===== config.mk =====
export PLATFORM = sky130hd
export DESIGN_NAME = cpu_mmu_cache_seq
export DESIGN_NICKNAME = d
export VERILOG_FILES = /design/src/rtl/cache_pkg.sv /design/src/rtl/cache_clr_cnt.sv /design/src/rtl/cpu_mmu_cache_seq.sv
export SDC_FILE = /design/constraint.sdc
export NUM_CORES = 1
export LEC_CHECK = 0
export ABC_AREA = 1
export BUFFER_PORTS_ARGS = -buffer_cell sky130_fd_sc_hd__buf_4
export CAP_MARGIN = 25
export CELL_PAD_IN_SITES_DETAIL_PLACEMENT = 0
export CELL_PAD_IN_SITES_GLOBAL_PLACEMENT = 1
export CORE_MARGIN = 2
export CORE_UTILIZATION = 41
export DETAILED_ROUTE_END_ITERATION = 6
export PLACE_DENSITY_LB_ADDON = 0.25
export SYNTH_ARGS = -nofsm -noshare
export SYNTH_HDL_FRONTEND = slang
export SYNTH_SLANG_ARGS = --single-unit

===== constraint.sdc =====
create_clock -name sysclk -period 3.07 [get_ports sysclk]
set_input_delay 0.1535 -clock sysclk [delete_from_list [all_inputs] [get_ports sysclk]]
set_output_delay 0.1535 -clock sysclk [all_outputs]
set_load 0.05 [all_outputs]

===== src/rtl/cache_pkg.sv =====
// Shared definitions for the CPU cache sequencer: address width, clear-sweep
// end address and the sequencer state encoding.
package cache_pkg;

  localparam int unsigned     CA_W     = 11;
  localparam logic [CA_W-1:0] CLR_LAST = 11'd2047;

  typedef enum logic [2:0] {
    IDLE,
    LOOKUP,
    MEMRD,
    FILL,
    MEMWR,
    WCACHE,
    CLEAR
  } state_t;

endpackage


===== src/rtl/cache_clr_cnt.sv =====
// Clear-sweep address counter: counts 0..CLR_LAST while start is held and
// flags the final address so the sequencer can leave CLEAR.
module cache_clr_cnt
  import cache_pkg::*;
(
  input  logic            clk,
  input  logic            rst_n,
  input  logic            start,
  output logic [CA_W-1:0] ca,
  output logic            last
);

  logic [CA_W-1:0] r_cnt;

  always_ff @(posedge clk or negedge rst_n) begin
    if (!rst_n) begin
      r_cnt <= '0;
    end else if (start) begin
      r_cnt <= r_cnt + 1'b1;
    end else begin
      r_cnt <= '0;
    end
  end

  assign ca   = r_cnt;
  assign last = start && (r_cnt == CLR_LAST);

endmodule


===== src/rtl/cpu_mmu_cache_seq.sv =====
// CPU cache access sequencer: lookup, read fill, write-through and full clear.
// Optional hit/miss statistics outputs are enabled with `define CACHE_STATS_EN.
module cpu_mmu_cache_seq
  import cache_pkg::*;
(
  input  logic            sysclk,
  input  logic            sys_rst_n,
  input  logic            cpu_req,
  input  logic            cpu_wr,
  input  logic [CA_W-1:0] cpu_idx,
  input  logic            hit,
  input  logic            wcinh_n,
  input  logic            mem_ack,
  input  logic            clr_req,
  output logic [CA_W-1:0] ca,
  output logic            ecd_n,
  output logic            wca_n,
  output logic            inval,
  output logic            mem_req,
  output logic            cpu_rdy,
  output logic            busy,
  output logic            clr_done
`ifdef CACHE_STATS_EN
  ,
  output logic [15:0]     hit_cnt,
  output logic [15:0]     miss_cnt
`endif
);

  state_t          r_state;
  state_t          w_next;
  logic [CA_W-1:0] r_ca;
  logic            r_wr;
  logic            r_hit;
  logic            r_pend;
  logic            r_cpu_rdy;
  logic            r_clr_done;
  logic            w_rdy_set;
  logic            w_clr_run;
  logic            w_clr_last;
  logic [CA_W-1:0] w_clr_ca;

  assign w_clr_run = (r_state == CLEAR);

  cache_clr_cnt u_clr_cnt (
    .clk   (sysclk),
    .rst_n (sys_rst_n),
    .start (w_clr_run),
    .ca    (w_clr_ca),
    .last  (w_clr_last)
  );

  // cpu_rdy is registered, so the CPU still holds cpu_req during the idle
  // cycle that shows cpu_rdy; that cycle must not start a new lookup.
  always_comb begin
    w_next    = r_state;
    w_rdy_set = 1'b0;
    case (r_state)
      IDLE: begin
        if (r_pend || clr_req) begin
          w_next = CLEAR;
        end else if (cpu_req && !r_cpu_rdy) begin
          w_next = LOOKUP;
        end
      end
      LOOKUP: begin
        if (r_wr) begin
          w_next = MEMWR;
        end else if (hit) begin
          w_next    = IDLE;
          w_rdy_set = 1'b1;
        end else begin
          w_next = MEMRD;
        end
      end
      MEMRD: begin
        if (mem_ack) begin
          w_next    = FILL;
          w_rdy_set = 1'b1;
        end
      end
      FILL: w_next = IDLE;
      MEMWR: begin
        if (mem_ack) begin
          w_rdy_set = 1'b1;
          w_next    = (r_hit && wcinh_n) ? WCACHE : IDLE;
        end
      end
      WCACHE: w_next = IDLE;
      CLEAR: begin
        if (w_clr_last) begin
          w_next = IDLE;
        end
      end
      default: w_next = IDLE;
    endcase
  end

  always_ff @(posedge sysclk or negedge sys_rst_n) begin
    if (!sys_rst_n) begin
      r_state    <= IDLE;
      r_ca       <= '0;
      r_wr       <= 1'b0;
      r_hit      <= 1'b0;
      r_pend     <= 1'b0;
      r_cpu_rdy  <= 1'b0;
      r_clr_done <= 1'b0;
    end else begin
      r_state    <= w_next;
      r_cpu_rdy  <= w_rdy_set;
      r_clr_done <= w_clr_last;
      if (r_state == IDLE && w_next == LOOKUP) begin
        r_ca <= cpu_idx;
        r_wr <= cpu_wr;
      end else if (r_state == CLEAR) begin
        r_ca <= '0;
      end
      if (r_state == LOOKUP) begin
        r_hit <= hit;
      end
      if (r_state == IDLE && w_next == CLEAR) begin
        r_pend <= 1'b0;
      end else if (clr_req && r_state != IDLE) begin
        r_pend <= 1'b1;
      end
    end
  end

  assign ca       = w_clr_run ? w_clr_ca : r_ca;
  assign ecd_n    = !(r_state == LOOKUP || r_state == FILL ||
                      r_state == WCACHE || r_state == CLEAR);
  assign wca_n    = !((r_state == FILL && wcinh_n) || r_state == WCACHE ||
                      r_state == CLEAR);
  assign inval    = w_clr_run;
  assign mem_req  = (r_state == MEMRD) || (r_state == MEMWR);
  assign busy     = (r_state != IDLE);
  assign cpu_rdy  = r_cpu_rdy;
  assign clr_done = r_clr_done;

`ifdef CACHE_STATS_EN
  logic [15:0] r_hit_cnt;
  logic [15:0] r_miss_cnt;

  // Counters zero together with the clr_done pulse of a completed sweep.
  always_ff @(posedge sysclk or negedge sys_rst_n) begin
    if (!sys_rst_n) begin
      r_hit_cnt  <= '0;
      r_miss_cnt <= '0;
    end else if (w_clr_last) begin
      r_hit_cnt  <= '0;
      r_miss_cnt <= '0;
    end else if (r_state == LOOKUP && !r_wr) begin
      if (hit) begin
        if (r_hit_cnt != '1) r_hit_cnt <= r_hit_cnt + 16'd1;
      end else begin
        if (r_miss_cnt != '1) r_miss_cnt <= r_miss_cnt + 16'd1;
      end
    end
  end

  assign hit_cnt  = r_hit_cnt;
  assign miss_cnt = r_miss_cnt;
`endif

endmodule


==> impl_metrics.py, run 1 <==
metrics = {
    "global_routing": {
        "grt_pass1_vias": 1294,
        "grt-ovfl-total": 0,
        "grt_max_degree": 31,
        "grt_pass1_wl_mm": 5.982,
        "track_usage_pct": 18.19,
        "antenna_found_initial": 0,
    },
    "clocking": {
        "post_cts_buffers": 0,
        "cts-resized-gates": 0,
        "cts_num_sinks": 30,
        "clk_latency_ns": 0.27,
        "cts_root_buf": "clkbuf_8",
        "cts_tree": "yes",
        "cts-htree-levels": 2,
        "clk_pin_slew_ns": 0.06,
        "hold_buffers": 1,
        "cts_made_buffers": 5,
        "clk_path_buf_depth": 2,
    },
    "sta": {
        "finalWorstSetupSlack_ns": 1.096,
        "drv_slew": 0,
        "finalHoldViolCount": 0,
        "rsz0062_at_grt": "false",
        "whs_ns": 0.08134,
        "worst_pin_slew_ns": 0.4827,
        "period_minus_slack_ns": 1.974,
        "setup_viol": 0,
        "slew_headroom_pct": 67.71,
        "fin_skew_ns": 0.003088,
        "fmax_mhz": 506.7,
        "setup_tns_ns": 0,
        "fin_crit_sh_pct": 64.29,
    },
    "synth": {
        "synth_top_family_by_area": "simple AND/OR/NAND/NOR gates",
        "synthCells": 221,
        "ys_seq_area_share_pct": 45.18,
        "synth_compound_area_share_pct": 8.660,
        "synth-seq-cells": 30,
        "synth_adder_area_share_pct": 0.7530,
        "syn-cell-area_mm2": 0.001662,
        "yosysWarnings": 0,
        "yosysUniqueCellTypes": 27,
        "synth.avg_cell_area_um2": 7.519,
        "synth_mux_area_share_pct": 0,
        "synth-simple-area-share_pct": 33.28,
        "syn-num-nets": 241,
        "synthXorXnorAreaFrac_pct": 0.5271,
    },
    "detailed_routing": {
        "postRouteAntennaNets": 0,
        "wirelength_mm": 3.612,
        "drc": 0,
        "via_count": 1432,
        "drt-wirelength-per-cell_um": 11.69,
        "drt-initial-drc-count": 86,
        "dr.pass1.iters": 4,
        "avgViaCountPerCell": 4.634,
    },
    "power": {
        "power.total_mw": 0.7156,
        "peakVddDrop_mv": 0.2289,
        "p_leak_nw": 1.125,
        "p_per_area_mw_per_mm2": 352.6,
    },
    "finish": {
        "postLayoutCellArea_mm2": 0.002029,
        "nets": 279,
        "syn_to_final_growth_pct": 22.14,
        "insertedDiodeCount": 0,
        "drive_above_1_share_pct": 21.62,
        "fillCellCount": 397,
    },
    "min_path": {
        "hold_path.class": "in2reg",
    },
    "floorplanning": {
        "rows": 23,
        "die_w_um": 67.66,
        "die_area_mm2": 0.004578,
        "dieHeight_um": 67.66,
        "coreArea_mm2": 0.003943,
        "pin_count": 37,
        "start_util_pct": 42.15,
    },
    "setup_path": {
        "crit_required_ns": 2.92,
        "crit_arrival_ns": 1.82,
        "crit_type": "reg2out",
        "cp_max_fo": 27,
        "cp-end-kind": "output port",
        "start_kind": "register",
    },
    "placed_design": {
        "hpwl_mm": 2.638,
        "gp_congestion": 0.7875,
        "place_area_mm2": 0.001943,
        "portBuffers": 36,
        "dpl_worst_slack_ns": 1.399,
    },
    "run": {
        "max_cap_violations": 0,
    },
    "run_status": {
        "status": "complete, no violations",
    },
}
## final cells by class
| class | count | area (um2) | area share, % |
|---|---|---|---|
| well taps | 50 | 62.56 | 3.083 |
| inverters | 35 | 133.9 | 6.597 |
| multi-input cells | 149 | 718.2 | 35.39 |
| clock buffers | 7 | 76.32 | 3.761 |
| flip-flops and latches | 30 | 750.7 | 36.99 |
| repair buffers | 38 | 287.8 | 14.18 |
## layout by cell type (no fill, tap or decap), drive strengths merged, types with 3 or more instances in the layout
cell type / netlist / routed
nand2: 62 / 62
buf: 7 / 37
inv: 35 / 35
dfrtp: 30 / 30
nor2: 27 / 27
nand3: 22 / 22
o21ai: 20 / 20
clkbuf: 0 / 7
a21oi: 6 / 6
nand3b: 4 / 4
nor3: 3 / 3
## kinds of logic after synthesis
group                      after synthesis
and+or+nand+nor                        120
buffers and inverters                   42
DFF                                     30
AOI/OAI and AO/OA                       27
xor gates and xnor gates                 1
adders and majority gates                1
## metrics by stage
step | cells | util, %
3_5_place_dp | 301 | 49.29
3_3_place_gp | 301 | 49.29
2_1_floorplan | 221 | -
4_1_cts | 309 | 51.48
6_report | 309 | 51.48
5_1_grt | 309 | 51.48
## path summary, 6_finish.rpt
check                           start              end  slack, ns  depth (start not counted)
max                        r_state[0]            ca[8]       1.10                          6
max reg2reg                r_state[0]          r_ca[0]       1.43                          5
min                        cpu_idx[9]          r_ca[9]       0.08                          3
min in group asynchronous   sys_rst_n          r_ca[2]       0.36                          2
min reg2reg                  r_ca[10]         r_ca[10]       0.50                          2
max in group asynchronous   sys_rst_n  u_clr_cnt.ca[8]       2.43                          2
## cells in the mapped netlist (all sizes together)
| cell type | count | area [um2] |
|---|---|---|
| xor2 | 1 | 8.760 |
| inv | 35 | 133.9 |
| a31oi | 1 | 6.260 |
| ha | 1 | 12.51 |
| nand3 | 22 | 122.6 |
| buf | 7 | 58.80 |
| o21ai | 20 | 107.6 |
| nor2 | 27 | 113.9 |
| nand4 | 1 | 6.260 |
| nor3 | 3 | 36.29 |
| a21oi | 6 | 30.03 |
| dfrtp | 30 | 750.7 |
| nand3b | 4 | 30.03 |
| nand2 | 62 | 237.7 |
| or2 | 1 | 6.260 |
## power breakdown
group,leakage (nW),total [mW],internal (mW),switching [mW]
Sequential,0.384,0.396,0.396,0
Clock,0.0383,0.290,0.156,0.134
Combinational,0.703,0.0302,0.0171,0.0130
## layer usage
layer	track usage (%)	wire, um
met4	6.122	27
met1	24.97	1768
met2	26.59	1628
met3	6.333	187
met5	0	0
## critical path, cell delays in order (launching register included)
cell	delay (ns)
dfrtp_1	0.47
inv_2	0.13
nand3_4	0.25
inv_4	0.27
nand2_1	0.08
o21ai_1	0.11
buf_4	0.22
## registers in the layout, indices dropped and copies added, names as in the netlist
register / count
cpu_rdy: 1
u_clr_cnt.ca: 11
r_ca: 11
r_state: 3
clr_done: 1
r_hit: 1
r_pend: 1
r_wr: 1
Note: power is estimated with default switching activity, not from simulation.
==> run 2: changes to the inputs <==
--- a/config.mk
+++ b/config.mk
@@ -11,7 +11,7 @@
 export CELL_PAD_IN_SITES_DETAIL_PLACEMENT = 0
 export CELL_PAD_IN_SITES_GLOBAL_PLACEMENT = 1
 export CORE_MARGIN = 2
-export CORE_UTILIZATION = 41
+export CORE_UTILIZATION = 38
 export DETAILED_ROUTE_END_ITERATION = 6
 export PLACE_DENSITY_LB_ADDON = 0.25
 export SYNTH_ARGS = -nofsm -noshare
==> constraint.sdc (replaced) <==
create_clock -name sysclk -period 2 [get_ports sysclk]
set_input_delay 0.1 -clock sysclk [delete_from_list [all_inputs] [get_ports sysclk]]
set_output_delay 0.1 -clock sysclk [all_outputs]
set_load 0.05 [all_outputs]
==> run 2 against run 1 <==
Net effect: worst setup slack got worse by 0.86 ns; global-route usage fell by 1.5 points; sequential share of layout area fell by 0.41 points; non-clock buffer count rose by 1; combinational power rose by 54%; flip-flop and latch count did not move; worst hold slack got worse by 0.059 ns; via count rose by 3.1%; sequential power rose by 53%; critical path type unchanged.
==> impl_metrics.py, run 2 (synthesis results as in run 1) <==
metrics = {
    "floorplanning": {
        "die_w_um": 70.13,
        "coreArea_mm2": 0.004294,
        "rows": 24,
        "pin_count": 37,
        "dieHeight_um": 70.13,
        "die_area_mm2": 0.004918,
        "start_util_pct": 38.69,
    },
    "setup_path": {
        "crit_arrival_ns": 1.67,
        "start_kind": "register",
        "cp-end-kind": "output port",
        "reg2regPathDepth": 6,
        "crit_required_ns": 1.90,
        "cp_max_fo": 18,
        "crit_type": "reg2out",
    },
    "sta": {
        "setup_viol": 0,
        "whs_ns": 0.02186,
        "fin_skew_ns": 0.004887,
        "fmax_mhz": 566.3,
        "slew_headroom_pct": 72.83,
        "drv_slew": 0,
        "period_minus_slack_ns": 1.766,
        "setup_tns_ns": 0,
        "fin_crit_sh_pct": 88.29,
        "worst_pin_slew_ns": 0.4076,
        "rsz0062_at_grt": "false",
        "finalHoldViolCount": 0,
    },
    "placed_design": {
        "hpwl_mm": 2.679,
        "portBuffers": 36,
        "place_inst": 304,
        "gp_congestion": 0.8753,
    },
    "power": {
        "peakVddDrop_mv": 0.3259,
        "p_per_area_mw_per_mm2": 538.4,
        "power.total_mw": 1.105,
        "p_leak_nw": 1.146,
    },
    "clocking": {
        "cts_num_sinks": 30,
        "post_cts_buffers": 0,
        "clk_path_buf_depth": 2,
        "cts_made_buffers": 5,
        "clk_pin_slew_ns": 0.06,
        "clk_latency_ns": 0.28,
        "cts_root_buf": "clkbuf_8",
        "cts-htree-levels": 2,
        "cts_tree": "yes",
    },
    "global_routing": {
        "track_usage_pct": 16.64,
        "met1_usage_pct": 22.21,
        "use_met2_pct": 24.87,
        "grt_pass1_wl_mm": 6.279,
        "antenna_found_initial": 0,
        "grt_max_degree": 31,
        "grt-busiest-layer": "met2",
        "grt_use_met3_pct": 5.483,
        "grt_pass1_vias": 1331,
        "grt-ovfl-total": 0,
    },
    "detailed_routing": {
        "dr.pass1.iters": 4,
        "drc": 0,
        "via_count": 1477,
        "wirelength_mm": 3.802,
        "avgViaCountPerCell": 4.719,
        "drt-initial-drc-count": 75,
        "postRouteAntennaNets": 0,
        "drt-wirelength-per-cell_um": 12.15,
    },
    "finish": {
        "drive_above_1_share_pct": 22.22,
        "final_util_pct": 47.79,
        "insertedDiodeCount": 0,
        "final_cell_mix": "nand2_1 (60), buf_4 (38), inv_1 (33)",
        "final_cells": 313,
        "fillCellCount": 456,
        "syn_to_final_growth_pct": 23.49,
        "nets": 281,
        "layout_commonest_cell": "nand2_1",
    },
    "min_path": {
        "hold_path.class": "in2reg",
        "hold_depth": 3,
    },
    "run_status": {
        "status": "complete, no violations",
    },
    "run": {
        "max_cap_violations": 0,
    },
}
run 2: cell types whose count changed in the layout (fill, tap and decap cells not counted), sizes merged:
cell / previous run / this run
buf: 37 / 38
nand3: 22 / 23
run 2: final cells by class:
| type | instances | area, um2 | area share, % |
|---|---|---|---|
| Inverter | 35 | 136.4 | 6.646 |
| Multi-Input combinational cell | 150 | 728.2 | 35.49 |
| Timing Repair Buffer | 39 | 295.3 | 14.39 |
| Clock buffer | 7 | 76.32 | 3.720 |
| Sequential cell | 30 | 750.7 | 36.59 |
| Tap cell | 52 | 65.06 | 3.171 |
run 2: power breakdown:
part | switching, mW | internal (mW) | total [mW]
sequential | 0 | 0.607 | 0.607
clock | 0.212 | 0.239 | 0.451
combinational | 0.0202 | 0.0263 | 0.0465
run 2: per-stage QoR:
step | cell area, um2 | setup WS, ns
CTS | 2039 | 0.09165
detailed placement | 1953 | 0.4056
global placement | 1953 | 0.4463
finish | 2052 | 0.2342
global route | 2052 | 0.06820
floorplan | 1662 | 0.2429
run 2: worst paths after layout:
kind | from | end | slack (ns)
min in group asynchronous | sys_rst_n | u_clr_cnt.ca[2] | 0.28
worst min register to register | r_hit | r_hit | 0.48
max in group asynchronous | sys_rst_n | r_hit | 1.43
worst max register to register | u_clr_cnt.ca[0] | r_state[1] | 0.61
worst min-delay path | cpu_idx[9] | r_ca[9] | 0.02
worst max-delay path | r_state[0] | ca[8] | 0.23
run 2: critical path, cell delays in order, from the launching register on:
cell	delay (ns)
dfrtp_1	0.48
inv_2	0.16
nand3_4	0.19
inv_6	0.20
nand2_1	0.06
o21ai_1	0.07
buf_4	0.21
run 2: what timing repair did:
item | CTS | global route
gates resized for setup | 0 | 1
hold buffers | 1 | 0
setup endpoints to repair | 0 | 4
hold endpoints to repair | 30 | 0
run 2: routing by layer:
| metal | vias up | share of wire [%] |
|---|---|---|
| met5 | - | 0 |
| met4 | 0 | 1.7 |
| met3 | 7 | 5.3 |
| met2 | 31 | 45 |
| met1 | 665 | 48 |
| li1 | 774 | - |
==> run 3: changes to the inputs <==
--- a/config.mk
+++ b/config.mk
@@ -13,7 +13,7 @@
 export CORE_MARGIN = 2
 export CORE_UTILIZATION = 38
 export DETAILED_ROUTE_END_ITERATION = 6
-export PLACE_DENSITY_LB_ADDON = 0.25
+export PLACE_DENSITY_LB_ADDON = 0.1
 export SYNTH_ARGS = -nofsm -noshare
 export SYNTH_HDL_FRONTEND = slang
 export SYNTH_SLANG_ARGS = --single-unit
==> run 3 against run 2 <==
Net effect: critical path depth shrank 1; first-iteration DRC count down 39%; routed wire length increased by 3.1%; clock power down 2%; maximum frequency grew 0.25%; clock skew down 0.0027 ns; combinational power grew 3%; worst hold slack improved by 0.0032 ns; global-route usage is 0.39 points higher; sequential share of layout area unchanged; count of clock-buffer cells in the layout unchanged; die area unchanged; largest cell class unchanged.
==> impl_metrics.py, run 3 (synthesis results as in run 1) <==
metrics = {
    "clocking": {
        "post_cts_buffers": 0,
        "clk_latency_ns": 0.27,
        "cts_made_buffers": 5,
        "clk_pin_slew_ns": 0.06,
        "clk_path_buf_depth": 2,
        "cts_num_sinks": 30,
        "cts_tree": "yes",
        "cts-htree-levels": 2,
        "cts_root_buf": "clkbuf_8",
    },
    "global_routing": {
        "grt_max_degree": 31,
        "grt-ovfl-total": 0,
        "antenna_found_initial": 0,
        "grt_pass1_vias": 1504,
        "track_usage_pct": 17.03,
        "grt_pass1_wl_mm": 6.617,
    },
    "detailed_routing": {
        "dr.pass1.iters": 4,
        "postRouteAntennaNets": 0,
        "drc": 0,
        "avgViaCountPerCell": 4.681,
        "via_count": 1465,
        "drt-initial-drc-count": 46,
        "drt-wirelength-per-cell_um": 12.52,
        "wirelength_mm": 3.918,
    },
    "sta": {
        "worst_pin_slew_ns": 0.4001,
        "setup_tns_ns": 0,
        "whs_ns": 0.02509,
        "finalWorstSetupSlack_ns": 0.2386,
        "fmax_mhz": 567.7,
        "slew_headroom_pct": 73.32,
        "rsz0062_at_grt": "false",
        "setup_viol": 0,
        "period_minus_slack_ns": 1.761,
        "finalHoldViolCount": 0,
        "fin_skew_ns": 0.002195,
        "fin_crit_sh_pct": 88.07,
        "drv_slew": 0,
    },
    "power": {
        "power.total_mw": 1.099,
        "p_leak_nw": 1.146,
        "peakVddDrop_mv": 0.2617,
        "p_per_area_mw_per_mm2": 535.5,
    },
    "finish": {
        "layout_commonest_cell": "nand2_1",
        "final_cell_mix": "nand2_1 (60), buf_4 (38), inv_1 (33)",
        "syn_to_final_growth_pct": 23.49,
        "fillCellCount": 483,
        "drive_above_1_share_pct": 22.22,
        "seq_area_um2": 750.7,
        "postLayoutCellArea_mm2": 0.002052,
        "final_util_pct": 47.79,
        "insertedDiodeCount": 0,
        "final_cells": 313,
        "multi_input_area_um2": 728.2,
        "nets": 281,
    },
    "run": {
        "max_cap_violations": 0,
    },
    "run_status": {
        "status": "complete, no violations",
    },
    "setup_path": {
        "reg2regPathDepth": 6,
        "path_cells": "nand3_4 -> inv_6 -> nand2_1 -> o21ai_1 -> buf_4",
        "crit_type": "reg2out",
        "r2r_slack_ns": 0.61,
        "cp_top_family": "flip-flops",
        "reg2reg_from": "u_clr_cnt.ca[0]",
        "critical_path_buf_inv_count": 2,
        "cp_max_fo": 18,
        "start_kind": "register",
        "r2r_end": "r_state[2]",
        "cp-end-kind": "output port",
        "cp_slowest_cell": "dfrtp_1",
        "crit_arrival_ns": 1.66,
        "slowest_delay_ns": 0.58,
        "crit_required_ns": 1.90,
    },
    "floorplanning": {
        "start_util_pct": 38.69,
        "dieHeight_um": 70.13,
        "pin_count": 37,
        "die_area_mm2": 0.004918,
        "coreArea_mm2": 0.004294,
        "die_w_um": 70.13,
        "rows": 24,
    },
    "placed_design": {
        "gp_congestion": 0.8853,
        "place_area_mm2": 0.001953,
        "portBuffers": 36,
        "place_inst": 304,
        "dpl_worst_slack_ns": 0.4034,
        "hpwl_mm": 2.757,
    },
    "min_path": {
        "hold_start": "cpu_idx[9]",
        "hold_path.class": "in2reg",
        "hold_depth": 3,
        "whs_endpoint": "r_ca[9]",
    },
}
run 3: cell counts in the layout (fill, tap and decap cells not counted):
Identical to the previous run, type by type.
run 3: worst max path at each step:
stage          startpoint  cells past startpoint    end
2_1_floorplan  r_state[0]                      4  ca[0]
3_3_place_gp   r_state[0]                      6  ca[8]
3_5_place_dp   r_state[0]                      6  ca[8]
4_1_cts        r_state[0]                      6  ca[1]
5_1_grt        r_state[2]                      5  ca[2]
6_report       r_state[2]                      5  ca[1]
run 3: layout make-up:
class / count / area share (%)
clock buffers: 7 / 3.720
inverters: 35 / 6.646
well taps: 52 / 3.171
flip-flops and latches: 30 / 36.59
repair buffers: 39 / 14.39
multi-input cells: 150 / 35.49
run 3: repair_timing:
item / 4_1_cts / 5_1_grt
hold buffers: 1 / 0
endpoints found under the hold margin: 30 / 0
resized for setup: 0 / 1
endpoints found under the setup margin: 0 / 4
run 3: power by group:
part	leakage [nW]	internal (mW)	switching, mW
clock	0.0383	0.239	0.205
combinational	0.724	0.0264	0.0213
sequential	0.384	0.607	0
total	1.15	0.872	0.226
run 3: layer usage:
layer,vias up,global-route usage [%],wire [um]
met1,658,21.45,1817
met3,4,3.752,178
li1,769,-,-
met4,0,6.410,50
met2,34,28.57,1871
met5,-,0,0
run 3: worst min-delay path, delay by kind of cell:
kind            cells  cell delay (ns)
buf+inv             2             0.12
compound gates      1             0.05
